$ cat config.mk
export PLATFORM = sky130hd
export DESIGN_NAME = msf_input_conditioner
export DESIGN_NICKNAME = d
export VERILOG_FILES = /design/src/rtl/msf_pkg.sv /design/src/rtl/msf_input_conditioner_glitch_filter.sv /design/src/rtl/msf_input_conditioner.sv
export SDC_FILE = /design/constraint.sdc
export NUM_CORES = 1
export LEC_CHECK = 0
export CORE_MARGIN = 1
export CORE_UTILIZATION = 53
export CTS_BUF_LIST = sky130_fd_sc_hd__clkbuf_16
export DETAILED_ROUTE_END_ITERATION = 16
export HOLD_SLACK_MARGIN = 0.08
export PLACE_DENSITY_LB_ADDON = 0.08
export SLEW_MARGIN = 20
export SYNTH_ARGS = -nofsm -noshare
export SYNTH_HDL_FRONTEND = slang
export SYNTH_HIERARCHICAL = 1
export SYNTH_SLANG_ARGS = --single-unit
$ cat constraint.sdc
create_clock -name clk_i -period 1.9 [get_ports clk_i]
set_input_delay 0.38 -clock clk_i [delete_from_list [all_inputs] [get_ports clk_i]]
set_output_delay 0.38 -clock clk_i [all_outputs]
set_load 0.005 [all_outputs]
$ cat src/rtl/msf_pkg.sv
// Shared constants for the MSF receiver front end: default clock rate and
// the acceptance window applied to the measured second period.
package msf_pkg;

  localparam int MSF_CLK_FREQ = 12500;
  localparam int WIN_LO_NUM   = 9;
  localparam int WIN_HI_NUM   = 11;
  localparam int WIN_DEN      = 10;

  typedef struct packed {
    logic rise;
    logic fall;
  } edge_pulse_t;

  function automatic int win_min(input int clk_freq);
    return clk_freq * WIN_LO_NUM / WIN_DEN;
  endfunction

  function automatic int win_max(input int clk_freq);
    return clk_freq * WIN_HI_NUM / WIN_DEN;
  endfunction

endpackage

$ cat src/rtl/msf_input_conditioner_glitch_filter.sv
// Synchronizer, saturating integrator with hysteresis, and registered
// edge pulses for the raw MSF carrier-off signal.
module glitch_filter
  import msf_pkg::*;
#(
  parameter int FILTER_LEN = 16
) (
  input  logic clk_i,
  input  logic rst_i,
  input  logic data_i,
  input  logic invert_i,
  output logic data_o,
  output logic rise_o,
  output logic fall_o
);

  localparam int IW = $clog2(FILTER_LEN + 1);
  localparam logic [IW-1:0] INT_MAX = IW'(FILTER_LEN);

  logic          sync1;
  logic          sync2;
  logic          x;
  logic [IW-1:0] integ;
  logic [IW-1:0] integ_nxt;
  logic          data_nxt;
  edge_pulse_t   pulse_nxt;

  assign x = sync2 ^ invert_i;

  always_comb begin
    integ_nxt = integ;
    if (x && (integ != INT_MAX)) begin
      integ_nxt = integ + IW'(1);
    end else if (!x && (integ != '0)) begin
      integ_nxt = integ - IW'(1);
    end else begin
      integ_nxt = integ;
    end
  end

  // Output only moves at the rails, so short excursions never reach data_o.
  always_comb begin
    data_nxt = data_o;
    if (integ_nxt == INT_MAX) begin
      data_nxt = 1'b1;
    end else if (integ_nxt == '0) begin
      data_nxt = 1'b0;
    end else begin
      data_nxt = data_o;
    end
    pulse_nxt.rise = data_nxt & ~data_o;
    pulse_nxt.fall = ~data_nxt & data_o;
  end

  always_ff @(posedge clk_i) begin
    if (rst_i) begin
      sync1  <= 1'b0;
      sync2  <= 1'b0;
      integ  <= '0;
      data_o <= 1'b0;
      rise_o <= 1'b0;
      fall_o <= 1'b0;
    end else begin
      sync1  <= data_i;
      sync2  <= sync1;
      integ  <= integ_nxt;
      data_o <= data_nxt;
      rise_o <= pulse_nxt.rise;
      fall_o <= pulse_nxt.fall;
    end
  end

endmodule

$ cat src/rtl/msf_input_conditioner.sv
// MSF input conditioner: glitch-filtered carrier level plus a lock flag
// raised once the start-of-second cadence has been stable for a while.
module msf_input_conditioner
  import msf_pkg::*;
#(
  parameter int CLK_FREQ   = MSF_CLK_FREQ,
  parameter int FILTER_LEN = 16,
  parameter int LOCK_COUNT = 3
) (
  input  logic clk_i,
  input  logic rst_i,
  input  logic data_i,
  input  logic invert_i,
  output logic data_o,
  output logic rise_o,
  output logic fall_o,
  output logic lock_o
);

  localparam int MAX_P = win_max(CLK_FREQ);
  localparam int MIN_P = win_min(CLK_FREQ);
  localparam int PW    = $clog2(MAX_P + 2);
  localparam int GW    = $clog2(LOCK_COUNT + 1);

  localparam logic [PW-1:0] P_MIN  = PW'(MIN_P);
  localparam logic [PW-1:0] P_MAX  = PW'(MAX_P);
  localparam logic [PW-1:0] P_SAT  = PW'(MAX_P + 1);
  localparam logic [GW-1:0] G_LOCK = GW'(LOCK_COUNT);

  logic [PW-1:0] period;
  logic [PW-1:0] period_nxt;
  logic [GW-1:0] good;
  logic [GW-1:0] good_nxt;
  logic          ref_seen;
  logic          ref_nxt;

  glitch_filter #(
    .FILTER_LEN (FILTER_LEN)
  ) u_filter (
    .clk_i    (clk_i),
    .rst_i    (rst_i),
    .data_i   (data_i),
    .invert_i (invert_i),
    .data_o   (data_o),
    .rise_o   (rise_o),
    .fall_o   (fall_o)
  );

  // A rise is evaluated before the timeout, so a rise at exactly MAX_P counts as good.
  always_comb begin
    period_nxt = period;
    good_nxt   = good;
    ref_nxt    = ref_seen;
    if (rise_o) begin
      period_nxt = PW'(1);
      ref_nxt    = 1'b1;
      if (ref_seen) begin
        if ((period >= P_MIN) && (period <= P_MAX)) begin
          good_nxt = (good == G_LOCK) ? good : good + GW'(1);
        end else begin
          good_nxt = '0;
        end
      end else begin
        good_nxt = good;
      end
    end else if (period == P_MAX) begin
      period_nxt = P_SAT;
      good_nxt   = '0;
      ref_nxt    = 1'b0;
    end else if (period != P_SAT) begin
      period_nxt = period + PW'(1);
    end else begin
      period_nxt = period;
    end
  end

  always_ff @(posedge clk_i) begin
    if (rst_i) begin
      period   <= '0;
      good     <= '0;
      ref_seen <= 1'b0;
      lock_o   <= 1'b0;
    end else begin
      period   <= period_nxt;
      good     <= good_nxt;
      ref_seen <= ref_nxt;
      lock_o   <= (good == G_LOCK);
    end
  end

endmodule

==> impl_metrics.yaml <==
timing:
  fin_ws_ns: -0.0146
  setup_viol: 1
  hold_ws_ns: 0.456
  rsz0062_at_grt: "true"
  period_minus_slack_ns: 1.91
  tightest_slew_ns: 0.413
  report.final.slew_viol_count: 0
  fin_crit_sh: 1.01
  slew_headroom: 0.721
  finalHoldViolCount: 0
  finClkSkew_ns: 0.00323
  fmax_mhz: 522
  tns_ns: -0.0146
floorplanning:
  die-area_sq_mm: 0.00315
  die_w_microns: 56.1
  ios: 8
  start_util: 0.562
  num_rows: 19
  core_area_sq_mm: 0.00276
  die_height_microns: 56.1
synth:
  yosysMostFrequentCell: "dfxtp_1"
  synthDistinctLibCells: 45
  synth_common_cells: "dfxtp_1 (28), nor2_1 (21), nand2_1 (15), inv_1 (11)"
  syn_area_sq_mm: 0.00155
  avgSynthCellArea_sq_um: 8.52
  synthArstFlopShare: 0
  synth-edff-count: 0
  synth_area_leaders: "dfxtp_1 (36%), xnor2_1 (5.6%), nor2_1 (5.1%)"
  syn_nets: 191
  yosysWarnings: 6
  synth_seq_cells: 28
  synth-main-ff-cell: "dfxtp_1"
  yosysTopAreaCellShare: 0.362
  synth_top_area_cell: "dfxtp_1"
  syn-instance-count: 182
  yosysSeqAreaShare: 0.362
pwr:
  power_frac_seq: 0.321
  switching_share: 0.323
  ir_drop_uv: 1060
  p_leak_uw: 0.000730
  p_comb_frac: 0.456
  p_clk_frac: 0.223
  p_int_uw: 1430
  p_sw_uw: 682
  p_per_area_mw_per_mm2: 1040
layout:
  nets: 224
  fillCellCount: 202
  area_growth_pct: 30.6
  seqCellArea_sq_um: 564
  multiInputGateArea_sq_mm: 0.00104
  fin_cells: 245
  antenna_cells: 0
  layout-drive-gt1-share: 0.276
  final_core_util: 0.734
place:
  dp.cells: 238
  dp_hpwl_mm: 2.58
  place_congestion: 0.857
  portBuffers: 7
setup_path:
  worstSetupPathType: "flop to flop"
  reg2reg_depth: 6
  path_max_fanout: 7
  startpoint_type: "flop"
  crit_path_end_kind: "flop"
  worstPathArrival_ns: 2.07
  worst_ep_required_time_ns: 2.05
min_path:
  whs_path_depth: 1
  worstHoldPathType: "flop to flop"
route:
  first_pass_iters: 4
  antenna_left: 0
  via_per_inst: 6.18
  wl_per_cell_microns: 15.6
  drc: 0
  totalWireLength_mm: 3.82
  vias: 1514
  drt-initial-drc-count: 56
global_route:
  grt_pass1_wl_mm: 5.78
  grt_remaining_overflow: 0
  grt_usage: 0.233
  first_global_vias: 1371
  grt_max_degree: 16
  antenna_found_initial: 0
clock_network:
  cts_tree: "built"
  clock-sinks: 28
  cts-root-buf: "clkbuf_16"
  htree_levels: 1
  numCtsBuffers: 3
  clkSlewWorstSetupHoldPaths_ns: 0.07
  clk_latency_ns: 0.26
  cts_buffer_depth: 2
run_status:
  status: "complete, but fails checks"
  violations: "negative setup slack"
job:
  cap_violations: 0
-- sequential cells by signal (all words and copies together) (netlist names) --
| register | flops |
|---|---|
| period | 14 |
| u_filter/integ | 5 |
| good | 2 |
| lock_o | 1 |
| ref_seen | 1 |
| u_filter/data_o | 1 |
| u_filter/fall_o | 1 |
| u_filter/rise_o | 1 |
| u_filter/sync1 | 1 |
| u_filter/sync2 | 1 |
-- cells in the final DEF (no fill, tap or decap), types with 3 or more instances in the layout --
master / count
ha_1: 3
clkdlybuf4s50_1: 6
a21oi_1: 9
nor2_1: 21
or3_1: 6
xnor2_1: 9
dfxtp_2: 3
buf_4: 26
dfxtp_1: 25
nand4_1: 4
clkbuf_16: 3
nor2b_1: 5
inv_1: 9
a31oi_1: 3
o21ai_0: 4
nand2_1: 15
nor4_1: 3
nand3_1: 8
nor3_1: 7
-- worst max-delay path: stages (launching register included) --
cell	delay (ns)
dfxtp_2	0.34
xor2_1	0.14
buf_4	0.16
or3_4	0.38
a311oi_4	0.34
o311ai_4	0.14
mux2_4	0.31
-- path summary, 6_finish.rpt --
| kind | startpoint | to | slack, ns |
|---|---|---|---|
| worst max-delay path | u_filter/sync2$_SDFF_PP0_ | u_filter/data_o$_SDFF_PP0_ | -0.01 |
| worst max register to register | u_filter/sync2$_SDFF_PP0_ | u_filter/data_o$_SDFF_PP0_ | -0.01 |
| worst min register to register | u_filter/data_o$_SDFF_PP0_ | u_filter/rise_o$_SDFF_PP0_ | 0.46 |
| worst min-delay path | u_filter/data_o$_SDFF_PP0_ | u_filter/rise_o$_SDFF_PP0_ | 0.46 |
-- final cells by class --
cell class / count / area share
multi-input combinational: 138 / 0.514
sequential: 28 / 0.279
timing repair buffer: 33 / 0.129
clock buffer: 3 / 0.0371
inverter: 11 / 0.0204
tap: 31 / 0.0192
clock inverter: 1 / 0.00185
-- logic make-up (layout without fill, tap and decap cells) --
kind of cell	after synthesis	in the layout	synth area share
simple gates	85	85	0.299
fa+ha+maj	5	5	0.0404
mux	2	2	0.0161
xor+xnor	12	12	0.0678
compound gates	34	34	0.162
flops	28	28	0.362
buf+inv	16	48	0.0533
-- what timing repair did --
action | 4_1_cts | 5_1_grt
pin swaps | 2 | 6
endpoints found under the setup margin | 3 | 6
resized for setup | 7 | 19
buffers inserted | 0 | 3
hold buffers | 0 | 0
-- power by group through the flow --
stage	combinational (uW)	sequential (uW)	clock, uW
4_1_cts	738	669	489
5_1_grt	1030	683	496
2_1_floorplan	463	678	0
3_3_place_gp	675	682	0
3_5_place_dp	695	681	0
6_report	962	678	471
-- through the flow --
stage / total power [uW] / cell area [sq um] / worst slack, ns
final: 2110 / 2020 / -0.0146
after global routing: 2210 / 2020 / -0.0625
after detailed placement: 1380 / 1810 / -0.497
after floorplan: 1140 / 1570 / 0.0113
after CTS: 1900 / 1920 / -0.0156
after global placement: 1360 / 1810 / -0.460
-- routing by layer --
metal,track usage,part of all wire,wire (microns),up-vias
met2,0.378,0.48,1820,53
met1,0.302,0.44,1690,720
met5,0,0,0,-
met4,0.0627,0.017,66,0
li1,-,-,-,733
met3,0.0674,0.063,242,8
No activity file was read; power rests on OpenSTA's default activity.
==> variant, RTL diff (config.mk and constraints unchanged) <==
The output `lock_o` loses its register stage (`lock_o` becomes a continuous assignment).
--- a/src/rtl/msf_input_conditioner.sv
+++ b/src/rtl/msf_input_conditioner.sv
@@ -79,14 +79,14 @@
       period   <= '0;
       good     <= '0;
       ref_seen <= 1'b0;
-      lock_o   <= 1'b0;
     end else begin
       period   <= period_nxt;
       good     <= good_nxt;
       ref_seen <= ref_nxt;
-      lock_o   <= (good == G_LOCK);
     end
   end
 
+  assign lock_o = (good == G_LOCK);
+
 endmodule
 
Check against the original RTL: no difference found for any inputs over 10 cycles, from zero or initial values and one cycle with rst_i high; that may be too few to reach the edited logic, so the function may still have changed.
==> variant against the original RTL <==
The run still ends with setup timing left; hold slack lost 0.0082 ns; count of clock-buffer cells in the layout is the same; area after synthesis is essentially flat; critical path depth grew 1; sequential cell count shrank 1; design area shrank 3.0%; utilization shrank 2.2 points; wire length shrank 9.4%; non-clock buffer count shrank 7; worst setup slack lost 0.019 ns; power grew 1.5%; synthesized cell count grew 2.2%; critical path type unchanged; largest cell class unchanged.
==> variant: results (changes against the original RTL) <==
| Metric | Value |
|---|---|
| Status | complete, but fails checks |
| Failing checks | setup timing |
| Worst EP arrival | 2.09 ns (+0.02 ns) |
| Asr flop ratio synth | 0% (unchanged) |
| Post-synthesis sequential area ratio | 34.8% (-1.3 points) |
| Pin count of the biggest net entering global routing | 16 (unchanged) |
| Placed cell count | 235 (-1.3%) |
| I/O Buffers | 7 (unchanged) |
| First-pass GRT wire length | 5720 um (-1.1%) |
| Final WL | 3460 um (-9.4%) |
| Slowest cell delay on critical path | 0.48 ns (+0.10 ns) |
| Initial antenna violation count | 0 (unchanged) |
| Placer Congestion | 0.869 (+1.4%) |
| Max-slew headroom | 71.4% (-0.64 points) |
| H-tree depth | 1 (unchanged) |
| Vias in the first global route | 1,244 (-9.3%) |
| CTS Buffer Depth | 2 (unchanged) |
| Final hold slack | 0.448 ns (-0.00817 ns) |
| Worst setup margin | -0.0337 ns (-0.0191 ns) |
| CP Class | reg -> reg |
| Final setup skew | 0.00411 ns (+0.000874 ns) |
| Synth cell count leaders | dfxtp_1, nor2_1, nand2_1, inv_1 |
| Antenna cells | 0 (unchanged) |
| Layout net count | 220 (-1.8%) |
| Fillers | 220 (+8.9%) |
| Wire per inst | 14.4 um (-7.9%) |
| Crit-path slowest cell | or4b_4 |
| Clk_lat worst skew | 0.26 ns (about the same) |
| Layout cells sized above 1 | 24.3% (-3.3 points) |
| Drt pass-1 iters | 5 (+1) |
| CP max FO | 4 (-3) |
| HPWL Detailed | 2410 um (-6.5%) |
| Inserted Clock Buffers | 3 (unchanged) |
| Gate Count Post-Synth | 186 (+2.2%) |
| Worst-path clk slew | 0.07 ns (about the same) |
| Pleak | 0.705 nW (-3.5%) |
| Yosys cell types | 47 (+4.4%) |
| Syn Nets | 195 (+2.1%) |
| Worst r2r src | u_filter/integ[1] |
| Min-delay worst type | reg -> reg |
| Number of DRC markers in iteration 0 | 70 (+25%) |
| Ys Warns | 6 (unchanged) |
| Hold Crit Start | u_filter/sync1 |
| Vias per inst | 5.82 (-5.8%) |
| Root buf cell | clkbuf_16 |
| Largest cells by area after synthesis | dfxtp_1, nor2_1, xnor2_1 |
| GRT Util Overall | 23.3% (+0.049 points) |
| Worst vdd ir | 1.15 mV (+8.5%) |
| Setup-failing EPs final | 1 (unchanged) |
==> variant: cell types whose count changed in the layout (fill, tap and decap cells not counted), moves of 2 or more <==
cell	unedited run	this run
o21ai_0	4	8
dfxtp_2	3	1
nor2_1	21	25
buf_4	26	17
nand3_1	8	10
o22ai_1	0	2
nand4_1	4	1
inv_1	9	11
or3_4	2	0
a311oi_1	2	0
==> variant: stage by stage <==
step	power (mW)	area [um2]	worst slack, ns	setup TNS (ns)
global placement	1.40	1760	-0.473	-2.18
finish	2.14	1960	-0.0337	-0.0337
CTS	1.95	1870	0.00781	0
global route	2.25	1960	-0.0958	-0.228
detailed placement	1.41	1760	-0.509	-2.43
floorplan	1.13	1570	0.0113	0
==> variant: routing by layer <==
| layer | routed length [um] | up-vias | global-route usage, % |
|---|---|---|---|
| met4 | 46 | 0 | 8.36 |
| li1 | - | 708 | - |
| met1 | 1680 | 652 | 33.4 |
| met2 | 1610 | 38 | 34.5 |
| met3 | 132 | 5 | 4.88 |
| met5 | 0 | - | 0 |
==> variant: report_power, final <==
part,switching (mW),internal [mW],leakage (nW)
Sequential,0.0417,0.609,0.220
Combinational,0.467,0.538,0.444
Clock,0.202,0.284,0.0409
Total,0.711,1.43,0.705
==> variant: layout make-up <==
type | count | share of cell area [%]
clock buffers | 3 | 3.82
clock inverters | 1 | 0.255
inverters | 13 | 2.49
multi-input cells | 140 | 52.7
flip-flops and latches | 27 | 27.8
well taps | 31 | 1.98
repair buffers | 26 | 11.0
==> variant: cells by family after synthesis <==
| logic type | synth area share (%) |
|---|---|
| buffers and inverters | 6.13 |
| flip-flops | 34.8 |
| multiplexers | 2.34 |
| AO/OA/AOI/OAI | 15.8 |
| AND/OR/NAND/NOR | 29.5 |
| XOR/XNOR | 7.34 |
| adder cells (fa/ha/maj) | 4.03 |
==> variant: worst max-delay path, delay by kind of cell (launching register included) <==
kind,cells,cell delay [ns]
multiplexers,1,0.32
buffers and inverters,1,0.06
adder cells (fa/ha/maj),1,0.16
AND/OR/NAND/NOR,1,0.48
AO/OA/AOI/OAI,3,0.48
flip-flops,1,0.33
==> variant: worst paths after layout <==
| check | end | slack [ns] | cells past startpoint |
|---|---|---|---|
| worst max-delay path | u_filter/data_o | -0.03 | 7 |
| worst min-delay path | u_filter/sync2 | 0.45 | 1 |
| worst max register to register | u_filter/data_o | -0.03 | 7 |
| worst min register to register | u_filter/sync2 | 0.45 | 1 |
==> variant: timing repair <==
item,4_1_cts,5_1_grt
cloned,0,1
endpoints found under the hold margin,0,0
pin swaps,2,8
gates resized for setup,7,17
setup buffers,0,1
endpoints found under the setup margin,5,3
